### src/rtl/alu_arbiter.sv
// Two-requester front end for a shared combinational ALU: grant, execute, hold response.
// Define ALU_ARBITER_RR_EN for round-robin arbitration; otherwise fixed priority with starvation guard.
module alu_arbiter #(
   parameter int unsigned STARVE_LIMIT = 4
) (
   input  logic        clk,
   input  logic        rst,
   input  logic        req0_valid,
   input  logic [31:0] req0_a,
   input  logic [31:0] req0_b,
   input  logic [3:0]  req0_aluc,
   output logic        req0_ready,
   input  logic        req1_valid,
   input  logic [31:0] req1_a,
   input  logic [31:0] req1_b,
   input  logic [3:0]  req1_aluc,
   output logic        req1_ready,
   output logic [31:0] alu_a,
   output logic [31:0] alu_b,
   output logic [3:0]  alu_aluc,
   input  logic [31:0] alu_y,
   input  logic        alu_zero,
   input  logic        alu_carry,
   input  logic        alu_negative,
   input  logic        alu_overflow,
   output logic        rsp_valid,
   output logic        rsp_id,
   output logic [31:0] rsp_y,
   output logic        rsp_zero,
   output logic        rsp_carry,
   output logic        rsp_negative,
   output logic        rsp_overflow,
   output logic        rsp_err,
   input  logic        rsp_ready
);

   typedef enum logic [1:0] {IDLE, EXEC, RESP} state_t;

   state_t      state, state_nx;
   logic [31:0] lat_a, lat_b;
   logic [3:0]  lat_aluc;
   logic        lat_id;
   logic        pick1;
   logic        lat_err;

`ifdef ALU_ARBITER_RR_EN
   logic rr_ptr;
   always_comb pick1 = req1_valid && (!req0_valid || rr_ptr);
`else
   localparam int unsigned CW = (STARVE_LIMIT < 1) ? 1 : $clog2(STARVE_LIMIT + 1);
   logic [CW-1:0] starve_cnt;
   always_comb pick1 = req1_valid && (!req0_valid || (starve_cnt >= CW'(STARVE_LIMIT)));
`endif

   always_comb lat_err = (lat_aluc[3:1] == 3'b111);

   always_comb begin
      state_nx   = state;
      req0_ready = 1'b0;
      req1_ready = 1'b0;
      case (state)
         IDLE: if (!rst && (req0_valid || req1_valid)) begin
            req1_ready = pick1;
            req0_ready = !pick1;
            state_nx   = EXEC;
         end
         EXEC:    state_nx = RESP;
         RESP:    if (rsp_ready) state_nx = IDLE;
         default: state_nx = IDLE;
      endcase
   end

   always_comb begin
      alu_a    = '0;
      alu_b    = '0;
      alu_aluc = '0;
      if (state != IDLE) begin
         alu_a    = lat_a;
         alu_b    = lat_b;
         alu_aluc = lat_aluc;
      end
   end

   always_comb rsp_valid = (state == RESP);

   always_ff @(posedge clk) begin
      if (rst) begin
         state        <= IDLE;
         lat_a        <= '0;
         lat_b        <= '0;
         lat_aluc     <= '0;
         lat_id       <= 1'b0;
         rsp_id       <= 1'b0;
         rsp_y        <= '0;
         rsp_zero     <= 1'b0;
         rsp_carry    <= 1'b0;
         rsp_negative <= 1'b0;
         rsp_overflow <= 1'b0;
         rsp_err      <= 1'b0;
`ifdef ALU_ARBITER_RR_EN
         rr_ptr       <= 1'b0;
`else
         starve_cnt   <= '0;
`endif
      end else begin
         state <= state_nx;
         if (req0_ready || req1_ready) begin
            lat_a    <= req1_ready ? req1_a    : req0_a;
            lat_b    <= req1_ready ? req1_b    : req0_b;
            lat_aluc <= req1_ready ? req1_aluc : req0_aluc;
            lat_id   <= req1_ready;
`ifdef ALU_ARBITER_RR_EN
            rr_ptr   <= req0_ready;
`else
            // Only req0 wins taken while req1 was waiting count toward starvation.
            if (req1_ready || !req1_valid) starve_cnt <= '0;
            else                           starve_cnt <= starve_cnt + 1'b1;
`endif
         end
         if (state == EXEC) begin
            rsp_id       <= lat_id;
            rsp_err      <= lat_err;
            rsp_y        <= lat_err ? '0 : alu_y;
            rsp_zero     <= alu_zero     && !lat_err;
            rsp_carry    <= alu_carry    && !lat_err;
            rsp_negative <= alu_negative && !lat_err;
            rsp_overflow <= alu_overflow && !lat_err;
         end
      end
   end

endmodule

### config.mk
export PLATFORM = sky130hd
export DESIGN_NAME = alu_arbiter
export DESIGN_NICKNAME = d
export VERILOG_FILES = /design/src/rtl/alu_arbiter.sv
export SDC_FILE = /design/constraint.sdc
export NUM_CORES = 1
export LEC_CHECK = 0
export CAP_MARGIN = 20
export CORE_UTILIZATION = 39
export DETAILED_ROUTE_END_ITERATION = 8
export GPL_TIMING_DRIVEN = 0
export HOLD_SLACK_MARGIN = 0.06
export PLACE_DENSITY_LB_ADDON = 0.05
export SETUP_SLACK_MARGIN = 0.02
export SLEW_MARGIN = 10
export SYNTH_ARGS = -nofsm -noshare
export SYNTH_HDL_FRONTEND = slang
export SYNTH_SLANG_ARGS = --single-unit
### constraint.sdc
create_clock -name clk -period 1.8 [get_ports clk]
set_clock_uncertainty 0.15 [all_clocks]
set_input_delay 0.36 -clock clk [delete_from_list [all_inputs] [get_ports clk]]
set_output_delay 0.36 -clock clk [all_outputs]
set_load 0.02 [all_outputs]
==> summary.md <==
| Metric | Value |
|---|---|
| Cell class contributing the biggest share of worst-path delay | buffers and inverters |
| Netlist Area Pre-Place | slightly above 0.005 mm^2 |
| Area grow syn2layout | 79.8% |
| Number of distinct library cells after synthesis | 32 |
| Leak | between 4 and 5 nW |
| Post-synth net total | 779 |
| Antenna Nets Post-Route | 0 |
| Core area | 0.0128 mm^2 |
| Vias per cell | 5.60 |
| Critical path's slowest cell | dfxtp_4 |
| Grt total ovfl | 0 |
| Min Clock Period, post-route | 2.19 ns |
| R2R Setup Slk | -0.03 ns |
| Crit share post-route | 122% |
| Final Cell Area | just over 0.009 mm^2 |
| R2r endpoint | lat_a[0]$_SDFFE_PP0P_ |
| Slew @ Worst Pin | 0.607 ns |
| Worst IR Drop VDD | 0.433 mV |
| Mapped Cells | 601 |
| Critical Path AT | about 1.7 ns |
| Hold depth | 2 |
| Chip Height | 117 um |
| GRT Util Overall | 28.8% |
| Nets@finish | 1,096 |
| Unrepaired setup endpoints after global routing | true |
| Max_cap viols | 0 |
| Synth top area cells | dfxtp_1, and2_1, nand3_1 |
| TritonCTS clock tree | built |
| Hold EP | state[0]$_SDFFE_PP0P_ |
| # rows | 41 |
| Buf/Inv on CP | 4 |
| Worst Hold Class | primary input to flip-flop |
| CTS max path bufs | 2 |
| Internal power | 4.88 mW |
| Seq/Total Area, Yosys | 43.1% |
| CP Cell Sequence | or2_1 > buf_6 > buf_16 > clkbuf_16 > and2_4 > buf_6 |
| Drt total wl | 20,500 um |
| Clk sinks | ~110 |
| Critical path depth | 6 |
| Global placer's final weighted congestion | 0.883 |
| Most common cell on crit path | buf_6 |
| First-pass GRT wire length | 31,400 um |
| Post-synth top area share | between 40% and 50% |
| Async SR Flop Fraction | 0% |
| EDFF count, synth | 0 |
| DR WL/cell | ~19 um |
| IO Pins | 286 |
| Pwr Total | approximately 6.9 mW |
| Max Fclk | 457 MHz |
| Hold Fails Final Rpt | 0 |
| Dominant synthesized flop cell | dfxtp_1 |
| Number of port buffers | 282 |
| Die Width | 117 um |
| CTS root buffer | clkbuf_16 |
| Die area | between 0.01 and 0.015 mm^2 |
| Initial antenna violation count | 0 |
| Sequential Power Share | around two fifths |
| Combinational share of power | a little under a third |
| Routed vias | 6,131 |
| Cell type with the largest total area after synthesis | dfxtp_1 |
| Pin count of the biggest net entering global routing | 19 |
| Pwr Density | 733 mW/mm^2 |
| Switching Share | 28.9% |
| Cells after DPL | 1,055 |
| R2R depth | 7 |
| Relative slew margins | 59.5% |
| Critical Path RT | between 1 and 1.5 ns |
| Final slew viol count | 0 |
| Worst setup startpoint | state[0]$_SDFFE_PP0P_ |
| DR DRC count | 0 |
| Worst setup EP type | output pin |
| Seq cells post-synth | 112 |
| Sw Pwr | 1.98 mW |
| Ys Warns | 0 |
| CTS buffer count | 9 |
| Outcome | finished with violations |
| Final setup vio count | 80 |
| Crit Path Category | flip-flop to output pin |
| DR pass1 iterations | 4 |
| Avg Cell Area, Syn | 8.65 um^2 |
| Non-Filler Instances | 1,095 |
| Ant diodes | 0 |
| Final core occ | 72.9% |
| Failing checks | negative setup slack |
| DP Wirelength | 14,500 um |
| FF-to-FF Start | state[0]$_SDFFE_PP0P_ |
| Final setup margin | -0.388 ns |
| Starting Density | 40.5% |
| Worst-path clk slew | around 0.07 ns |
| Share of cells above drive strength 1 | 25.0% |
| Clock latency on the worst-skew pair | 0.35 ns |
| Crit Path Max Fanout | 7 |
| Vias in the first global route | 6,095 |
| Peak per-stage delay on the critical path | roughly 0.36 ns |
| Hold path startpoint | rst |
| Iteration-0 DRC Markers | 353 |
| Startpoint types | flip-flop |
| H-tree depth | 3 |
| Placed cell areas | 0.00825 mm^2 |
| Clk pwr share | 29.8% |
==> synthesized netlist by cell type, types with 3 or more instances <==
master / n
a221o_1: 33
o2bb2ai_1: 6
nand2_1: 38
buf_1: 3
nand3_1: 68
o21ai_0: 39
o21a_1: 7
o211a_1: 33
nand4_1: 29
buf_2: 14
a31oi_1: 29
and2_1: 69
a21oi_1: 42
a32oi_1: 6
dfxtp_1: 112
clkbuf_1: 49
buf_6: 5
==> worst max path at each step <==
stage	slack, ns	to
6_report	-0.39	alu_a[22]
5_1_grt	-0.44	alu_aluc[1]
3_5_place_dp	-1.08	req0_ready
4_1_cts	-0.39	alu_aluc[1]
2_1_floorplan	-0.02	req0_ready
3_3_place_gp	-1.03	req0_ready
==> per-stage QoR <==
stage | hold WS (ns) | setup TNS (ns) | setup slack, ns
6_report | 0.257 | -25.37 | -0.388
5_1_grt | 0.267 | -30.78 | -0.440
4_1_cts | 0.241 | -25.71 | -0.391
3_5_place_dp | 0.296 | -81.14 | -1.08
3_3_place_gp | 0.289 | -78.67 | -1.03
2_1_floorplan | 0.274 | -0.0169 | -0.0169
==> per-layer routing <==
metal	wire [um]	track usage, %	part of all wire (%)
met5	0	0	0
met3	1490	5.96	7.3
met2	10200	50.0	50
met1	7970	33.4	39
met4	828	14.3	4.0
==> registers in the layout (all words and copies together) (netlist names), 2 cells and up <==
signal,cells
starve_cnt,3
state,2
lat_b,32
rsp_y,32
lat_aluc,4
lat_a,32
==> power by group through the flow <==
| stage | Combinational [mW] | Clock [mW] | Sequential, mW |
|---|---|---|---|
| floorplan | 0.689 | 0 | 2.85 |
| global placement | 1.58 | 0 | 2.80 |
| detailed placement | 1.60 | 0 | 2.80 |
| CTS | 1.99 | 2.07 | 2.75 |
| global route | 2.17 | 2.19 | 2.78 |
| finish | 2.06 | 2.04 | 2.76 |
==> final cells by class <==
cell class	count	area, um^2
fill	1005	3470
clock inverter	6	67.6
inverter	1	3.75
buffer	70	576
timing repair buffer	309	3180
tap	172	215
sequential	112	2250
multi-input combinational	415	2830
clock buffer	10	229
==> kinds of logic after synthesis <==
family / after synthesis / synth area share, %
fa+ha+maj: 1 / 0.241
flops: 112 / 43.1
simple gates: 217 / 22.7
buf+inv: 74 / 6.54
compound gates: 197 / 27.4
==> layout by cell type, fill, tap and decap left out, types with 8 or more instances in the layout <==
cell type / count
o21ai_1: 12
o21ai_2: 8
buf_4: 22
clkbuf_1: 30
and2_4: 63
buf_2: 9
dlygate4sd2_1: 38
clkdlybuf4s50_1: 173
buf_6: 72
a31oi_1: 29
a21oi_1: 42
clkbuf_16: 19
nand2_1: 38
nand4_1: 29
nand3_1: 68
dfxtp_1: 109
a221o_1: 33
o21ai_0: 19
o211a_1: 33
==> what timing repair did <==
item | CTS | global route
resized for setup | 582 | 68
buffers inserted | 16 | 3
endpoints found under the setup margin | 175 | 140
pin swaps | 62 | 9
hold buffers | 0 | 0
gates cloned | 9 | 0
(Power assumes the default switching activity.)
